[config.mk]
export PLATFORM = sky130hd
export DESIGN_NAME = apb_mem_completer
export DESIGN_NICKNAME = d
export VERILOG_FILES = /design/src/rtl/apb_mem_completer.sv
export SDC_FILE = /design/constraint.sdc
export NUM_CORES = 1
export LEC_CHECK = 0
export ABC_AREA = 1
export CAP_MARGIN = 15
export CORE_ASPECT_RATIO = 1.4
export CORE_MARGIN = 2
export CORE_UTILIZATION = 31
export DETAILED_ROUTE_END_ITERATION = 12
export PLACE_DENSITY_LB_ADDON = 0.08
export SETUP_SLACK_MARGIN = 0.3
export SLEW_MARGIN = 20
export SYNTH_ARGS = -nofsm -noshare
export SYNTH_HDL_FRONTEND = slang
export SYNTH_SLANG_ARGS = --single-unit
export TNS_END_PERCENT = 20
[constraint.sdc]
create_clock -name clk -period 1.4 [get_ports clk]
set_input_delay 0.21 -clock clk [delete_from_list [all_inputs] [get_ports clk]]
set_output_delay 0.21 -clock clk [all_outputs]
set_load 0.01 [all_outputs]
[src/rtl/apb_mem_completer.sv]
// rtl/apb_mem_completer.sv - APB completer bridging to a single-port synchronous memory
// Four-state FSM: one ISSUE cycle per transfer, optional wait states, writes above PROT_BASE rejected.
module apb_mem_completer #(
  parameter int                ADDR_W      = 8,
  parameter int                DATA_W      = 21,
  parameter int                WAIT_STATES = 0,
  parameter logic [ADDR_W-1:0] PROT_BASE   = 8'hF0
) (
  input  logic              clk,
  input  logic              rst,
  input  logic              psel,
  input  logic              penable,
  input  logic              pwrite,
  input  logic [ADDR_W-1:0] paddr,
  input  logic [DATA_W-1:0] pwdata,
  output logic [DATA_W-1:0] prdata,
  output logic              pready,
  output logic              pslverr,
  output logic [ADDR_W-1:0] addr,
  output logic              ce,
  output logic              wren,
  output logic              rden,
  output logic [DATA_W-1:0] wr_data,
  input  logic [DATA_W-1:0] rd_data
);

  typedef enum logic [1:0] {IDLE, ISSUE, WAIT, DONE} state_t;

  localparam logic [3:0] WAIT_LOAD = (WAIT_STATES > 0) ? 4'(WAIT_STATES - 1) : 4'd0;

  state_t            state, state_n;
  logic [3:0]        wcnt, wcnt_n;
  logic [ADDR_W-1:0] addr_q;
  logic [DATA_W-1:0] wdata_q;
  logic              write_q, prot_q;
  logic              setup, prot_in;
  logic              ce_n, wren_n, rden_n, pready_n, pslverr_n;

  assign setup   = psel && !penable;
  assign prot_in = pwrite && (paddr >= PROT_BASE);

  always_comb begin
    state_n   = state;
    wcnt_n    = wcnt;
    ce_n      = 1'b0;
    wren_n    = 1'b0;
    rden_n    = 1'b0;
    pready_n  = 1'b0;
    pslverr_n = 1'b0;
    case (state)
      IDLE: begin
        if (setup) begin
          state_n = ISSUE;
          ce_n    = !prot_in;
          wren_n  = pwrite && !prot_in;
          rden_n  = !pwrite;
        end
      end
      ISSUE: begin
        if (!psel) begin
          state_n = IDLE;
        end else if (WAIT_STATES > 0) begin
          state_n = WAIT;
          wcnt_n  = WAIT_LOAD;
        end else begin
          state_n = DONE;
        end
      end
      WAIT: begin
        if (!psel) begin
          state_n = IDLE;
          wcnt_n  = 4'd0;
        end else if (wcnt == 4'd0) begin
          state_n = DONE;
        end else begin
          wcnt_n  = wcnt - 4'd1;
        end
      end
      DONE: begin
        state_n = IDLE;
      end
      default: begin
        state_n = IDLE;
        wcnt_n  = 4'd0;
      end
    endcase
    // Completion flags are registered alongside the state they belong to.
    if (state_n == DONE) begin
      pready_n  = 1'b1;
      pslverr_n = prot_q;
    end
  end

  always_ff @(posedge clk or posedge rst) begin
    if (rst) begin
      state   <= IDLE;
      wcnt    <= 4'd0;
      addr_q  <= '0;
      wdata_q <= '0;
      write_q <= 1'b0;
      prot_q  <= 1'b0;
      ce      <= 1'b0;
      wren    <= 1'b0;
      rden    <= 1'b0;
      pready  <= 1'b0;
      pslverr <= 1'b0;
    end else begin
      state   <= state_n;
      wcnt    <= wcnt_n;
      ce      <= ce_n;
      wren    <= wren_n;
      rden    <= rden_n;
      pready  <= pready_n;
      pslverr <= pslverr_n;
      if (state == IDLE && setup) begin
        addr_q  <= paddr;
        wdata_q <= pwdata;
        write_q <= pwrite;
        prot_q  <= prot_in;
      end
    end
  end

  // Memory read data is forwarded combinationally so the registered rd_data is seen in DONE.
  assign prdata  = (state == DONE && !write_q) ? rd_data : '0;
  assign addr    = addr_q;
  assign wr_data = wdata_q;

endmodule

# --- After elaboration in Yosys (flattened, before gate mapping) ---
# Index checks and enable logic that the tools add are counted.
totals:
  regBits: 42
classes:
  n_addsub: 1
  n_lt_le_gt_ge: 1
  n_eq_ne: 5
  mux: 16
  reduce_logical: 12
ops:
  columns: ["operator", "n"]
  rows:
  - ["2-to-1 mux 21 bit", 1]
  - ["greater-or-equal comparator 8 bit, second input constant", 1]
  - ["2-to-1 mux 1 bit", 8]
  - ["2-to-1 mux 2 bit", 4]
  - ["2-to-1 mux 4 bit", 2]
  - ["case mux 2 bit (4 select lines)", 1]
  - ["== test 2 bit, second input constant", 3]
  - ["logical AND 1 bit", 5]
  - ["logical NOT 1 bit", 4]
  - ["logical NOT 4 bit", 1]
  - ["subtractor 4 x 1 -> 4 bit, second input constant", 1]
  - ["== test 2 x 1 -> 1 bit, second input constant", 1]
  - ["logical NOT 2 bit", 1]
  - ["inequality test 2 bit, second input constant", 1]
  - ["AND reduction 2 bit", 1]

# --- Longest topological paths before layout ---
logic_depth:
  ltp_word: 6
  mapped_depth: 8

# --- Worst setup path before layout ---
# OpenSTA, ideal clock, no wires.
synth_path:
  kind: "reg2reg"
  startpoint: "register wcnt[0]"
  endpoint: "register wcnt[0]"
  setup_time_ns: 0.126
  t_arrival_ns: 1.032
  slack_ns: 0.243
  stages_incl_launch_ff: 8
  path_buffers: 0
  synth_period_minus_slack_ns: 1.157
  path_cell_list: "dfrtp_1 > inv_1 > ha_1 > inv_1 > nor2_1 > nand3_1 > nand2_1 > o21ai_0"
synth_via:
  elab_chain_len: 3
  word_cells_on_any_way: 6
  cone_classes: "add/sub: 1; eq/ne: 1; mux: 2; reduce/logical: 2"
synth_lines:
  columns: ["element", "line", "source"]
  rows:
  - ["start: declaration", "32", "logic [3:0] wcnt, wcnt_n;"]
  - ["start signal: assignment", "109", "wcnt <= wcnt_n;"]
  - ["subtractor 4 x 1 -> 4 bit / logical NOT 4 bit (equally long branches)", "76, 73", null]
  - ["2-to-1 mux 4 bit / inequality test 2 bit (equally long branches)", null, null]
  - ["2-to-1 mux 4 bit / AND reduction 2 bit (equally long branches)", null, null]
# Several ways; a longest one is shown, not always the timed one. The select of a mux whose other input is x is not followed.
# A chain may end at the register's enable or synchronous reset.

# --- Final worst setup path ---
layout_path:
  startpoint: "register write_q"
  endpoint: "output port prdata[8]"
layout_via:
  elab_chain_len: 3
layout_lines:
  columns: ["element", "line", "source"]
  rows:
  - ["start: declaration", "35", "logic write_q, prot_q;"]
  - ["start signal: assignment", "118", "write_q <= pwrite;"]
  - ["logical NOT 1 bit", "125", "assign prdata = (state == DONE && !write_q) ? rd_data : '0;"]
  - ["logical AND 1 bit", "125", null]
  - ["2-to-1 mux 21 bit", "125", null]
  - ["end: declaration", "16", "output logic [DATA_W-1:0] prdata,"]
# Every way passes these cells.

==> results.md <==
* Status: finished, violations left
* Failing checks: setup timing
* Core area at around 6000 µm²
* Cell accounting for the most synthesized area: dfrtp_1
* Final #Nets at ~410
* Complex-gate fraction of the synthesized area at 0.0300
* Number of flops mapped to enable cells by yosys at 0
* Worst slew pin tran at 0.282 ns
* FFs w/ async S/R, synth at 1.00
* Crit end category: output port
* Routability cong. at ~0.75
* # Max-Cap Violations at 0
* Adder-Cell Fraction of Synth Area at 0.0134
* Post-layout worst setup margin at -0.105 ns
* Fin crit share at 1.08
* CTS Buf Count at 5
* Placed cell areas at 3120 µm²
* I/O Buffers at 109
* Area Growth Syn to Fin at 75.2%
* Setup Skew at 0.00615 ns
* Critical-path cell list: inv_2 -> nand3_4 -> clkbuf_16 -> nor2_2 -> buf_2
* Layout fillers at approximately 540
* Syn avg cell area at roughly 8.1 µm²
* Largest family of logic cells by synthesized area: simple AND/OR/NAND/NOR gates
* CTS root buffer: clkbuf_8
* Leakage power at 1.75 nW
* Htree depth at 2
* Power per cell area at about 1600 nW/µm²
* Initial antenna violation count at 0
* Final hold vios at 0
* Hold Buf Count CTS at 0
* Die W at roughly 70 µm
* Drt via density at 4.19
* Design area at about 3300 µm²
* Slowest cell on crit path: dfrtp_1
* Layout cell share with drive strength beyond 1 at 0.308
* Largest net degree at the start of global routing at 38
* Register Area at about 1100 µm²
* First DRT Iteration DRCs at 34
* RSZ-0062 raised after global routing: yes
* Antenna fix cells at 0
* Synth Area in Simple Gates at 0.277
* Footprint of the multi-input gates at 767 µm²
* Critical path required time at 1.19 ns
* Main synth FF type: dfrtp_1
* DR WL/cell at 11.7 µm
* Slew headroom at 0.810
* Total Routing Usage GR at 0.151
* Total wire length at 5010 µm
* Vias in the first global route at 1788
* Peak Freq at between 0.6 and 0.7 GHz
* Residual DRC at 0
* DP Wirelength at roughly 3500 µm
* Synth Area in XOR/XNOR at 0.00467
* Mux contribution to synthesized area at 0
* Syn_nets at approximately 290
* Hold Path Class: primary input to async pin
* Worst-path clk slew at approximately 0.07 ns
* Drt first pass iters at 4
* Cells after Synth at around 230
* Worst-path fanout max at 5
* Clock buffer depth at 2
* Crit path time final at between 1.5 and 2 ns
* Die area at 6690 µm²
* CTS tree: yes
* Clk_lat worst skew at about 0.29 ns
* Slew Viols, Final at 0
* Worst path max stage delay at between 0.3 and 0.4 ns
* Synth Warn # at 0
* Critical path startpoint category: register
* Top post-synthesis cells by area: dfrtp_1 56%, nand2_1 19%, inv_1 6.8%
* Most frequent cell after synthesis: nand2_1
* Clock Sink Count at 42
* Vias after detailed routing at roughly 1.8k
* Dpl ws at -0.159 ns
* Synthesized flop and latch total at 42
* Register area share after synthesis at 0.561
* CP Class: register to output port
* Syn Std Cell Area at between 1500 and 2000 µm²
* Maximum vdd drop at between 0.0008 and 0.0009 V
* GR Overflow Total at 0
* Starting Density at 0.320
* Netlist cell types at 21
* Global-route wire length before repair at a little over 8000 µm
* Cell row count at 33
* I/O Pins at between 100 and 150
* Post-synth top area share at 0.561
* Count of endpoints failing setup in the final report at 21
* Die Ht at roughly 96 µm
* Critical Path AT at 1.30 ns
* Most frequent cells after synthesis: 97 x nand2_1, 42 x dfrtp_1, 34 x inv_1
* Final ANT Viol Nets at 0
layer usage:
metal | global-route usage | vias to the layer above | wire length [µm] | share of wire
met3 | 0.0377 | 5 | 370 | 0.074
met5 | 0 | - | 0 | 0
li1 | - | 923 | - | -
met2 | 0.279 | 78 | 2620 | 0.52
met1 | 0.172 | 785 | 1950 | 0.39
met4 | 0.0529 | 0 | 67 | 0.013
registers in the layout (all words and copies together) (netlist names):
| register | cells |
|---|---|
| wr_data | 21 |
| addr | 8 |
| wcnt | 4 |
| state | 2 |
| ce | 1 |
| pready | 1 |
| prot_q | 1 |
| pslverr | 1 |
| rden | 1 |
| wren | 1 |
| write_q | 1 |
worst paths after layout:
path	start	to	slack [ns]	cells after the start
setup / recovery	write_q	prdata[8]	-0.11	5
hold / removal	rst	wr_data[10]	0.18	2
setup reg to reg	state[1]	wr_data[4]	0.03	7
hold reg to reg	wr_data[15]	wr_data[15]	0.48	2
max in group asynchronous	rst	wr_data[3]	0.81	3
min in group clk	paddr[0]	addr[0]	0.45	3
placed cells by master, fill, tap and decap left out, drive strengths merged:
master	n
nor3b	1
nor3	1
a21oi	3
clkinv	1
nor2	30
ha	2
buf	66
clkinvlp	1
nand2	97
xor2	1
o21ai	6
nand3b	1
clkdlybuf4s50	54
dlygate4sd2	4
o21bai	1
inv	34
clkbuf	8
dfrtp	42
nand3	4
area by class of cell:
class | count | area share
well taps | 70 | 0.0267
multi-input cells | 147 | 0.234
clock inverters | 1 | 0.00152
flip-flops and latches | 42 | 0.320
inverters | 35 | 0.0450
repair buffers | 125 | 0.347
clock buffers | 7 | 0.0263
cells by family (layout without fill, tap and decap cells):
logic type | after synthesis | count (layout)
buf+inv | 43 | 168
xor+xnor | 1 | 1
flops | 42 | 42
compound gates | 10 | 10
fa+ha+maj | 2 | 2
simple gates | 134 | 134
stage by stage:
stage	hold slack (ns)	power (mW)	instances	TNS (ns)	utilization
after global placement	0.462	4.60	415	-2.70	0.532
after floorplan	0.202	3.19	232	0	-
after CTS	0.174	5.16	426	-1.37	0.526
final	0.177	5.13	427	-1.64	0.560
after detailed placement	0.465	4.63	415	-2.85	0.532
after global routing	0.179	5.57	427	-3.57	0.560
where the power goes:
group | total [mW] | internal, mW | switching, mW
sequential | 2.06 | 1.76 | 0.297
clock | 0.789 | 0.398 | 0.391
combinational | 2.28 | 1.08 | 1.20
what timing repair did:
action                                  4_1_cts  5_1_grt
buffers inserted                              1        0
pin swaps                                     9        9
gates resized for setup                     231       44
endpoints found under the setup margin       96       67
cloned                                        2        1
critical path: cells and delay by family (launching register included):
family | cells | cell delay, ns
buf+inv | 3 | 0.42
flops | 1 | 0.38
simple gates | 2 | 0.21
No activity file was read; power rests on OpenSTA's default activity.
